`src/rtl/barrel_pkg.sv`:
```
// Shared encodings for the pipelined barrel shifter: shift modes and direction values.
// Rotate support is selected at build time by the BARREL_ROTATE_EN macro (see shift_stage).
package barrel_pkg;

   typedef enum logic [1:0] {
      MODE_LOG = 2'b00,
      MODE_ARI = 2'b01,
      MODE_ROT = 2'b10,
      MODE_RSV = 2'b11
   } mode_e;

   localparam logic DIR_LEFT  = 1'b1;
   localparam logic DIR_RIGHT = 1'b0;

   // Only right shifts in arithmetic mode replicate the sign; left arithmetic is logical.
   function automatic logic isSignFill(input logic [1:0] mode, input logic dir);
      return (mode == MODE_ARI) && (dir == DIR_RIGHT);
   endfunction

endpackage

```
`src/rtl/shift_stage.sv`:
```
// One pipeline stage of the barrel shifter: conditional shift by 2^STAGE plus its register.
// Rotate paths exist only when BARREL_ROTATE_EN is defined; otherwise mode 10 shifts logically.
module shift_stage
   import barrel_pkg::*;
#(
   parameter  int WIDTH = 8,
   parameter  int STAGE = 0,
   localparam int SHW   = $clog2(WIDTH)
) (
   input  logic             clk,
   input  logic             rst_n,
   input  logic             i_en,
   input  logic             i_valid,
   input  logic [WIDTH-1:0] i_data,
   input  logic [SHW-1:0]   i_shamt,
   input  logic             i_dir,
   input  logic [1:0]       i_mode,
   output logic             o_valid,
   output logic [WIDTH-1:0] o_data,
   output logic [SHW-1:0]   o_shamt,
   output logic             o_dir,
   output logic [1:0]       o_mode
);

   localparam int AMT = 1 << STAGE;

   logic [WIDTH-1:0] w_shifted;
   logic [WIDTH-1:0] w_stageOut;

   logic             r_valid;
   logic [WIDTH-1:0] r_data;
   logic [SHW-1:0]   r_shamt;
   logic             r_dir;
   logic [1:0]       r_mode;

   // The data MSB still holds the original sign after any earlier arithmetic stage.
   always_comb begin
      w_shifted = i_data >> AMT;
      if (i_dir == DIR_LEFT) begin
         w_shifted = i_data << AMT;
      end else if (isSignFill(i_mode, i_dir)) begin
         w_shifted = {{AMT{i_data[WIDTH-1]}}, i_data[WIDTH-1:AMT]};
      end
`ifdef BARREL_ROTATE_EN
      if (i_mode == MODE_ROT) begin
         if (i_dir == DIR_LEFT) begin
            w_shifted = {i_data[WIDTH-AMT-1:0], i_data[WIDTH-1:WIDTH-AMT]};
         end else begin
            w_shifted = {i_data[AMT-1:0], i_data[WIDTH-1:AMT]};
         end
      end
`endif
   end

   assign w_stageOut = i_shamt[STAGE] ? w_shifted : i_data;

   always_ff @(posedge clk or negedge rst_n) begin
      if (!rst_n) begin
         r_valid <= 1'b0;
         r_data  <= '0;
         r_shamt <= '0;
         r_dir   <= 1'b0;
         r_mode  <= 2'b00;
      end else if (i_en) begin
         r_valid <= i_valid;
         r_data  <= w_stageOut;
         r_shamt <= i_shamt;
         r_dir   <= i_dir;
         r_mode  <= i_mode;
      end
   end

   assign o_valid = r_valid;
   assign o_data  = r_data;
   assign o_shamt = r_shamt;
   assign o_dir   = r_dir;
   assign o_mode  = r_mode;

endmodule

```
`src/rtl/pipelined_barrel_shifter.sv`:
```
// Pipelined barrel shifter: SHW registered shift_stage instances with a global stall.
// Define BARREL_ROTATE_EN to build rotate support for mode 10.
module pipelined_barrel_shifter
   import barrel_pkg::*;
#(
   parameter  int WIDTH = 8,
   localparam int SHW   = $clog2(WIDTH)
) (
   input  logic             clk,
   input  logic             rst_n,
   input  logic             in_valid,
   output logic             in_ready,
   input  logic [WIDTH-1:0] in_data,
   input  logic [SHW-1:0]   in_shamt,
   input  logic             in_dir,
   input  logic [1:0]       in_mode,
   output logic             out_valid,
   input  logic             out_ready,
   output logic [WIDTH-1:0] out_data
);

   logic             w_advance;
   logic             w_valid [SHW+1];
   logic [WIDTH-1:0] w_data  [SHW+1];
   logic [SHW-1:0]   w_shamt [SHW+1];
   logic             w_dir   [SHW+1];
   logic [1:0]       w_mode  [SHW+1];

   // Whole pipeline moves together; it only stalls when a finished result is not taken.
   assign w_advance = !out_valid || out_ready;
   assign in_ready  = w_advance;

   assign w_valid[0] = in_valid;
   assign w_data[0]  = in_data;
   assign w_shamt[0] = in_shamt;
   assign w_dir[0]   = in_dir;
   assign w_mode[0]  = in_mode;

   for (genvar k = 0; k < SHW; k++) begin : g_stage
      shift_stage #(
         .WIDTH (WIDTH),
         .STAGE (k)
      ) u_stage (
         .clk     (clk),
         .rst_n   (rst_n),
         .i_en    (w_advance),
         .i_valid (w_valid[k]),
         .i_data  (w_data[k]),
         .i_shamt (w_shamt[k]),
         .i_dir   (w_dir[k]),
         .i_mode  (w_mode[k]),
         .o_valid (w_valid[k+1]),
         .o_data  (w_data[k+1]),
         .o_shamt (w_shamt[k+1]),
         .o_dir   (w_dir[k+1]),
         .o_mode  (w_mode[k+1])
      );
   end

   assign out_valid = w_valid[SHW];
   assign out_data  = w_data[SHW];

endmodule

```
`config.mk`:
```
export PLATFORM = sky130hd
export DESIGN_NAME = pipelined_barrel_shifter
export DESIGN_NICKNAME = d
export VERILOG_FILES = /design/src/rtl/barrel_pkg.sv /design/src/rtl/shift_stage.sv /design/src/rtl/pipelined_barrel_shifter.sv
export SDC_FILE = /design/constraint.sdc
export NUM_CORES = 1
export LEC_CHECK = 0
export CAP_MARGIN = 40
export CORE_UTILIZATION = 25
export DETAILED_ROUTE_END_ITERATION = 7
export HOLD_SLACK_MARGIN = 0.1
export SYNTH_ARGS = -nofsm -noshare
export SYNTH_HDL_FRONTEND = slang
export SYNTH_SLANG_ARGS = --single-unit
export TNS_END_PERCENT = 50
```
`constraint.sdc`:
```
create_clock -name clk -period 1.2 [get_ports clk]
set_input_delay 0.12 -clock clk [delete_from_list [all_inputs] [get_ports clk]]
set_output_delay 0.12 -clock clk [all_outputs]
set_load 0.005 [all_outputs]
```
# Word level (Yosys, flattened, before mapping)

Index checks and enable logic that the tools add are counted.

Register bits after elaboration: 39
Bits of input ports: 18
Output and inout port bits: 10
Logic and storage cells: 32

Equal/unequal tests: 3
Mux-type cells: 9
Bitwise logic cells: 3
Reductions and logical operators: 5

Operators by type and width:

| cell               | count |
|---|---|
| $mux 8             | 9 |
| $eq 2x1->1 const B | 3 |
| $logic_and 1x1->1  | 3 |
| $not 1->1          | 3 |
| $logic_not 1->1    | 1 |
| $logic_or 1x1->1   | 1 |

# Longest topological paths before layout

Gate-level depths: netlist of the first run.

Depth after elaboration: 5
Gate-level depth with buffers: 7

# Modules after synthesis

Synthesis of the first run repeated with hierarchy kept, for this count alone.

Cells, all modules: 189
Area, all modules: 2154.6 um^2

By module, submodules not included:

| module                           | instances | cells an instance | area each (um^2) |
|---|---|---|---|
| shift_stage (g_stage[0].u_stage) | 1         | 62                | 764.5 |
| shift_stage (g_stage[1].u_stage) | 1         | 63                | 716.9 |
| shift_stage (g_stage[2].u_stage) | 1         | 63                | 666.9 |
| pipelined_barrel_shifter         | 1         | 1                 | 6.3 |

# Worst setup path before layout of the first run

OpenSTA, ideal clock, no wires.

Path type: reg2reg
Start: register g_stage[2].u_stage.r_valid
End: register g_stage[1].u_stage.r_data[1]
Library setup time: 0.126 ns
Arrival time: 1.011 ns
Required time: 1.074 ns
Slack: 0.063 ns
Cell stages (with the launch flop): 6
Path buffers: 2
Cells stage by stage: dfrtp_1 nor2b_4 buf_6 buf_4 a221oi_1 nor2_1

Word-level cells in the longest chain between the ends: 2

Ends and longest elaborated chain:

| what                   | RTL line                       | RTL |
|---|---|---|
| start, declared        | shift_stage.sv:30              | `logic r_valid;` |
| start signal, assigned | shift_stage.sv:65              | `r_valid <= i_valid;` |
| $logic_not 1->1        | pipelined_barrel_shifter.sv:30 | `assign w_advance = !out_valid \|\| out_ready;` |
| $logic_or 1x1->1       | pipelined_barrel_shifter.sv:30 |  |
| end signal, assigned   | shift_stage.sv:66              | `r_data <= w_stageOut;` |
| end, declared          | shift_stage.sv:31              | `logic [WIDTH-1:0] r_data;` |

No other way between the ends.
A chain may end at the register's enable or synchronous reset.

# Worst setup path in the final report of the first run

Start: register g_stage[2].u_stage.r_valid
End: register g_stage[2].u_stage.r_data[2]

Word-level cells in the longest chain between the ends: 2

Ends and longest elaborated chain:

| what                 | RTL line |
|---|---|
| $logic_not 1->1      | pipelined_barrel_shifter.sv:30 |
| $logic_or 1x1->1     | pipelined_barrel_shifter.sv:30 |
| end signal, assigned | shift_stage.sv:66 |
| end, declared        | shift_stage.sv:31 |

No other way between the ends.

==> flow_metrics.env, run 1 <==
export IMPL_rows=30
export IMPL_slew_headroom_pct=82.7
export IMPL_synth_area_leader_cell="dfrtp_1"
export IMPL_path_delay_family="flip-flops"
export IMPL_io_buffers=27
export IMPL_critPathCaptureType="register"
export IMPL_path_max_fanout=34
export IMPL_dieWidth_um=87.5
export IMPL_period_needed_ns=1.11
export IMPL_drt_vias_per_instance=4.32
export IMPL_n_fill_cell=716
export IMPL_ys_ff_latch=36
export IMPL_dp_slack_ns=-0.164
export IMPL_via_count=1412
export IMPL_core_area_um2=6940
export IMPL_crit_end="g_stage[2].u_stage.o_data[2]$_DFFE_PN0P_"
export IMPL_cp_required_ns=1.38
export IMPL_switching_share_pct=32.1
export IMPL_area_growth_pct=31.4
export IMPL_syn_nets=209
export IMPL_avgSynthCellArea_um2=9.58
export IMPL_worstMarginPinSlew_ns=0.258
export IMPL_r2r_start="g_stage[2].u_stage.o_valid$_DFFE_PN0P_"
export IMPL_maxUsedRoutingLayer="met4"
export IMPL_cap_violations=0
export IMPL_start_util_pct=26.3
export IMPL_clk_pin_slew_ns=0.08
export IMPL_gp_congestion=0.692
export IMPL_max_freq_mhz=899
export IMPL_syn_area_um2=1830
export IMPL_io_pins=28
export IMPL_dpl_instance_area_um2=2260
export IMPL_report_final_slew_viol_count=0
export IMPL_grt_max_degree=37
export IMPL_die_height_um=87.5
export IMPL_power_per_cell_area_nw_per_um2=2060
export IMPL_p_leak_nw=1.13
export IMPL_drc_errors=0
export IMPL_grt_usage_pct=10.7
export IMPL_design_area_um2=2400
export IMPL_ir_worst_vdd_mv=0.487
export IMPL_antenna_found_initial=0
export IMPL_hp_class="in -> async"
export IMPL_setup_viol=0
export IMPL_finalClockSkew_ns=0.0113
export IMPL_cp_cell_sequence="nor2b_4, buf_12, a221oi_1, nor2_1"
export IMPL_ff2ff_setup_slack_ns=0.09
export IMPL_rsz0062_at_grt="no"
export IMPL_layout_nets=248
export IMPL_drt_wl_total_um=3540
export IMPL_wl_met2_um=1590
export IMPL_synth_top_area_share_pct=49.2
export IMPL_combinationalPowerShare_pct=34.1
export IMPL_crit_path_start_kind="register"
export IMPL_yosysUniqueCellTypes=24
export IMPL_slowest_delay_ns=0.38
export IMPL_drtIter0Drc=64
export IMPL_diodes=0
export IMPL_final_cell_mix="48 x nand2_1, 34 x dfrtp_1, 20 x nor2_1"
export IMPL_wl_per_cell_um=10.8
export IMPL_cts_root_buf="clkbuf_8"
export IMPL_hold_violations=0
export IMPL_fin_setup_tns_ns=0
export IMPL_r2r_cells=4
export IMPL_cpMaxStageDelayCell="dfrtp_1"
export IMPL_critical_path_buf_inv_count=1
export IMPL_tritoncts="yes"
export IMPL_synth_area_leaders="dfrtp_1 49%, nand2_1 9.8%, mux2i_1 5.5%"
export IMPL_internal_power_mw=3.36
export IMPL_p_clk_share_pct=23.7
export IMPL_grt_first_pass_wirelength_um=6380
export IMPL_wl_met1_um=1750
export IMPL_overflow=0
export IMPL_cts_made_buffers=5
export IMPL_clock_sinks=36
export IMPL_period_share_pct=92.7
export IMPL_drt_pass1_iter_count=4
export IMPL_clk_latency_ns=0.29
export IMPL_dieArea_um2=7660
export IMPL_seq_power_share_pct=42.2
export IMPL_htreeDepth=2
export IMPL_ant_nets=0
export IMPL_yosysWarnings=0
export IMPL_synth_cells=191
export IMPL_status="finished clean"
export IMPL_wl_met3_um=130
export IMPL_critPathLaunch="g_stage[2].u_stage.o_valid$_DFFE_PN0P_"
export IMPL_crit_arrival_ns=1.29
export IMPL_grt_pass1_vias=1400
export IMPL_layout_commonest_cell="nand2_1"
export IMPL_fin_ws_ns=0.0881
export IMPL_crit_type="reg -> reg"
export IMPL_clockBufferDepth=2
export IMPL_path_depth=4
export IMPL_ys_seq_area_share_pct=49.2
export IMPL_timing_rr_end="g_stage[2].u_stage.o_data[2]$_DFFE_PN0P_"
export IMPL_power_switching_mw=1.59
export IMPL_drive_gt1_share_pct=16.5
export IMPL_dpl_hpwl_um=2540
==> per-layer routing <==
layer | vias to the layer above | global-route usage [%]
met5 | - | 0
met4 | 0 | 4.47
met3 | 7 | 3.11
met2 | 27 | 16.5
met1 | 641 | 14.0
li1 | 737 | -
==> worst reg2reg max path: stages, from the launching register on <==
cell	delay, ns
dfrtp_1	0.38
nor2b_4	0.14
buf_12	0.17
a221oi_1	0.25
nor2_1	0.07
==> synthesized netlist by cell type <==
cell type  instances
and3_1             7
clkbuf_2           1
nor2b_1            2
o21ai_1            7
o21ai_0            9
nand3b_1           2
nand4bb_1          2
a31oi_2            2
nor2_1            20
a221oi_1           4
buf_6              6
nor2b_4            1
a2bb2oi_1          1
mux2i_1           10
nand2b_1           2
nand4bb_4          1
a211oi_1          10
a21o_1            10
buf_2              4
dfrtp_1           36
nand2_1           48
inv_1              2
buf_4              3
inv_2              1
==> flip-flops by register name, summed over array words and instances (netlist names) <==
| register | flops |
|---|---|
| g_stage.u_stage.o_data | 24 |
| g_stage.u_stage.o_mode | 4 |
| g_stage.u_stage.o_shamt | 3 |
| g_stage.u_stage.o_valid | 3 |
| g_stage.u_stage.o_dir | 2 |
==> stage by stage <==
stage | power (mW) | util [%] | hold slack [ns] | instances
detailed placement | 3.86 | 32.5 | 0.459 | 317
finish | 4.94 | 34.6 | 0.200 | 327
floorplan | 3.12 | - | -0.176 | 191
CTS | 4.96 | 34.4 | 0.210 | 327
global route | 5.30 | 34.6 | 0.221 | 327
global placement | 3.80 | 32.5 | 0.444 | 317
==> how the worst min path moves through the flow <==
stage | from | end | slack, ns | cells after the start
final | rst_n | g_stage[2].u_stage.o_data[4]$_DFFE_PN0P_ | 0.20 | 2
after global routing | rst_n | g_stage[2].u_stage.o_data[0]$_DFFE_PN0P_ | 0.22 | 2
after CTS | rst_n | g_stage[2].u_stage.o_data[4]$_DFFE_PN0P_ | 0.21 | 2
after detailed placement | g_stage[1].u_stage.o_valid$_DFFE_PN0P_ | g_stage[2].u_stage.o_valid$_DFFE_PN0P_ | 0.46 | 1
after global placement | g_stage[1].u_stage.o_valid$_DFFE_PN0P_ | g_stage[1].u_stage.o_valid$_DFFE_PN0P_ | 0.44 | 2
after floorplan | rst_n | g_stage[0].u_stage.o_data[0]$_DFFE_PN0P_ | -0.18 | 0
==> final cells by class <==
type	instances	area, um2	share of cell area (%)
Clock buffer	7	96.3	4.01
Clock inverter	1	30.0	1.25
Inverter	3	11.3	0.469
Multi-Input combinational cell	138	821	34.1
Sequential cell	36	903	37.6
Tap cell	96	120	5.00
Timing Repair Buffer	46	422	17.5
==> power by group through the flow <==
stage          Combinational, mW  Sequential (mW)  Clock [mW]
6_report                    1.69             2.09        1.17
5_1_grt                     1.90             2.16        1.24
4_1_cts                     1.69             2.08        1.19
3_5_place_dp                1.74             2.11           0
3_3_place_gp                1.71             2.09           0
2_1_floorplan               1.14             1.98           0
==> kinds of logic after synthesis <==
family	Yosys count	synth area share, %
DFF	36	49.2
muxes	10	5.47
buffers and inverters	17	6.91
AOI/OAI and AO/OA	43	16.3
and+or+nand+nor	85	22.0
==> timing repair <==
| action | in CTS | in global routing |
|---|---|---|
| endpoints found under the setup margin | 10 | 10 |
| endpoints found under the hold margin | 0 | 0 |
| buffers inserted | 2 | 0 |
| hold buffers | 0 | 0 |
| resized for setup | 11 | 6 |
(Power assumes the default switching activity.)
==> run 2: changes to the inputs <==
- CTS_CLUSTER_SIZE: default -> 20
- GPL_TIMING_DRIVEN: default -> 0
==> flow_metrics.env, run 2 (same netlist as run 1, synthesis figures left out) <==
export IMPL_via_count=1451
export IMPL_fin_setup_tns_ns=0
export IMPL_largest_reg_flops=24
export IMPL_clockBufferDepth=2
export IMPL_p_total_mw=5.25
export IMPL_final_cell_mix="48 x nand2_1, 35 x dfrtp_1, 20 x nor2_1"
export IMPL_slowest_delay_ns=0.37
export IMPL_drtIter0Drc=29
export IMPL_power_per_cell_area_nw_per_um2=2100
export IMPL_antenna_found_initial=0
export IMPL_grt_max_degree=37
export IMPL_clock_sinks=36
export IMPL_die_height_um=87.5
export IMPL_start_util_pct=26.3
export IMPL_layout_commonest_cell="nand2_1"
export IMPL_cts_made_buffers=5
export IMPL_drt_vias_per_instance=4.44
export IMPL_critical_path_buf_inv_count=2
export IMPL_final_core_util_pct=36.0
export IMPL_path_max_fanout=8
export IMPL_crit_type="reg -> reg"
export IMPL_dieWidth_um=87.5
export IMPL_setup_viol=0
export IMPL_cpMaxStageDelayCell="dfrtp_1"
export IMPL_fin_worst_hold_slack_ns=0.134
export IMPL_grt_pass1_vias=1412
export IMPL_io_pins=28
export IMPL_diodes=0
export IMPL_clk_pin_slew_ns=0.08
export IMPL_tritoncts="yes"
export IMPL_status="finished clean"
export IMPL_cap_violations=0
export IMPL_max_freq_mhz=868
export IMPL_slew_headroom_pct=48.0
export IMPL_dpl_hpwl_um=2780
export IMPL_worstMarginPinSlew_ns=0.779
export IMPL_grt_usage_pct=12.0
export IMPL_drt_pass1_iter_count=3
export IMPL_ir_worst_vdd_mv=0.574
export IMPL_gp_congestion=0.755
export IMPL_wl_per_cell_um=12.5
export IMPL_hold_violations=0
export IMPL_drt_wl_total_um=4080
export IMPL_layout_nets=248
export IMPL_cts_root_buf="clkbuf_8"
export IMPL_cp_cell_sequence="nor2b_4, buf_8, buf_12, a221oi_4, nor2_1"
export IMPL_io_buffers=26
export IMPL_hp_class="in -> reg"
export IMPL_cp_required_ns=1.38
export IMPL_period_needed_ns=1.15
export IMPL_finalClockSkew_ns=0.00677
export IMPL_ant_nets=0
export IMPL_p_leak_nw=1.15
export IMPL_area_growth_pct=36.8
export IMPL_drc_errors=0
export IMPL_overflow=0
export IMPL_rsz0062_at_grt="yes"
export IMPL_crit_path_start_kind="register"
export IMPL_critPathCaptureType="register"
export IMPL_period_share_pct=96.0
export IMPL_crit_arrival_ns=1.33
export IMPL_clk_latency_ns=0.29
export IMPL_path_delay_family="flip-flops"
export IMPL_grt_first_pass_wirelength_um=6990
export IMPL_rows=30
export IMPL_report_final_slew_viol_count=0
export IMPL_dieArea_um2=7660
export IMPL_drive_gt1_share_pct=20.3
export IMPL_htreeDepth=2
export IMPL_core_area_um2=6940
==> run 2: cell types whose count changed in the layout (fill, tap and decap cells not counted), moves of 3 or more <==
| cell | previous run | this run |
|---|---|---|
| a211oi_2 | 0 | 7 |
| buf_6 | 0 | 4 |
| a211oi_1 | 10 | 3 |
| buf_4 | 17 | 8 |
| buf_2 | 0 | 4 |
| a221oi_4 | 0 | 3 |
==> run 2: layer usage <==
layer	vias up	global-route usage [%]	share of wire, %
met5	-	0	0
li1	728	-	-
met1	692	16.1	51
met3	6	2.83	3.0
met4	0	4.02	1.1
met2	25	19.0	45
==> run 2: worst reg2reg max path, cell delays in order (launching register included) <==
cell	delay, ns
dfrtp_1	0.37
nor2b_4	0.14
buf_8	0.14
buf_12	0.14
a221oi_4	0.18
nor2_1	0.07
==> run 2: what timing repair did <==
| action | CTS | global route |
|---|---|---|
| pin swaps | 0 | 1 |
| endpoints found under the hold margin | 36 | 0 |
| gates cloned | 0 | 1 |
| endpoints found under the setup margin | 15 | 35 |
| resized for setup | 33 | 8 |
| setup buffers | 7 | 0 |
| hold buffers | 1 | 0 |
==> run 2: power by group <==
part           total [mW]  switching, mW  leakage, nW  internal, mW
sequential           2.07          0.393        0.429          1.68
clock                1.17          0.438       0.0645         0.733
combinational        2.01          0.916        0.660          1.09
==> run 2: final timing paths <==
kind | cells after the start | end | slack, ns | from
setup / recovery | 5 | g_stage[2].u_stage.o_data[0]$_DFFE_PN0P_ | 0.05 | g_stage[2].u_stage.o_valid$_DFFE_PN0P_
max in group asynchronous | 2 | g_stage[0].u_stage.o_shamt[1]$_DFFE_PN0P_ | 0.20 | rst_n
setup reg to reg | 5 | g_stage[2].u_stage.o_data[0]$_DFFE_PN0P_ | 0.05 | g_stage[2].u_stage.o_valid$_DFFE_PN0P_
hold / removal | 3 | g_stage[0].u_stage.o_dir$_DFFE_PN0P_ | 0.13 | in_dir
hold reg to reg | 2 | g_stage[1].u_stage.o_valid$_DFFE_PN0P_ | 0.46 | g_stage[1].u_stage.o_valid$_DFFE_PN0P_
min in group asynchronous | 2 | g_stage[2].u_stage.o_data[0]$_DFFE_PN0P_ | 0.44 | rst_n
==> run 2: layout make-up <==
type | count | area (um2)
Buffer | 11 | 104
Fill cell | 730 | 4440
Multi-Input combinational cell | 138 | 896
Timing Repair Buffer | 35 | 340
Clock inverter | 1 | 30.0
Clock buffer | 7 | 96.3
Sequential cell | 36 | 902
Inverter | 3 | 13.8
Tap cell | 96 | 120
==> run 2: stage by stage <==
step | cells | cell area [um2] | setup WS, ns
after floorplan | 191 | 1830 | 0.0629
after global placement | 313 | 2210 | -0.797
after detailed placement | 313 | 2200 | -0.608
after CTS | 329 | 2470 | -0.137
after global routing | 327 | 2500 | -0.0178
final | 327 | 2500 | 0.0480
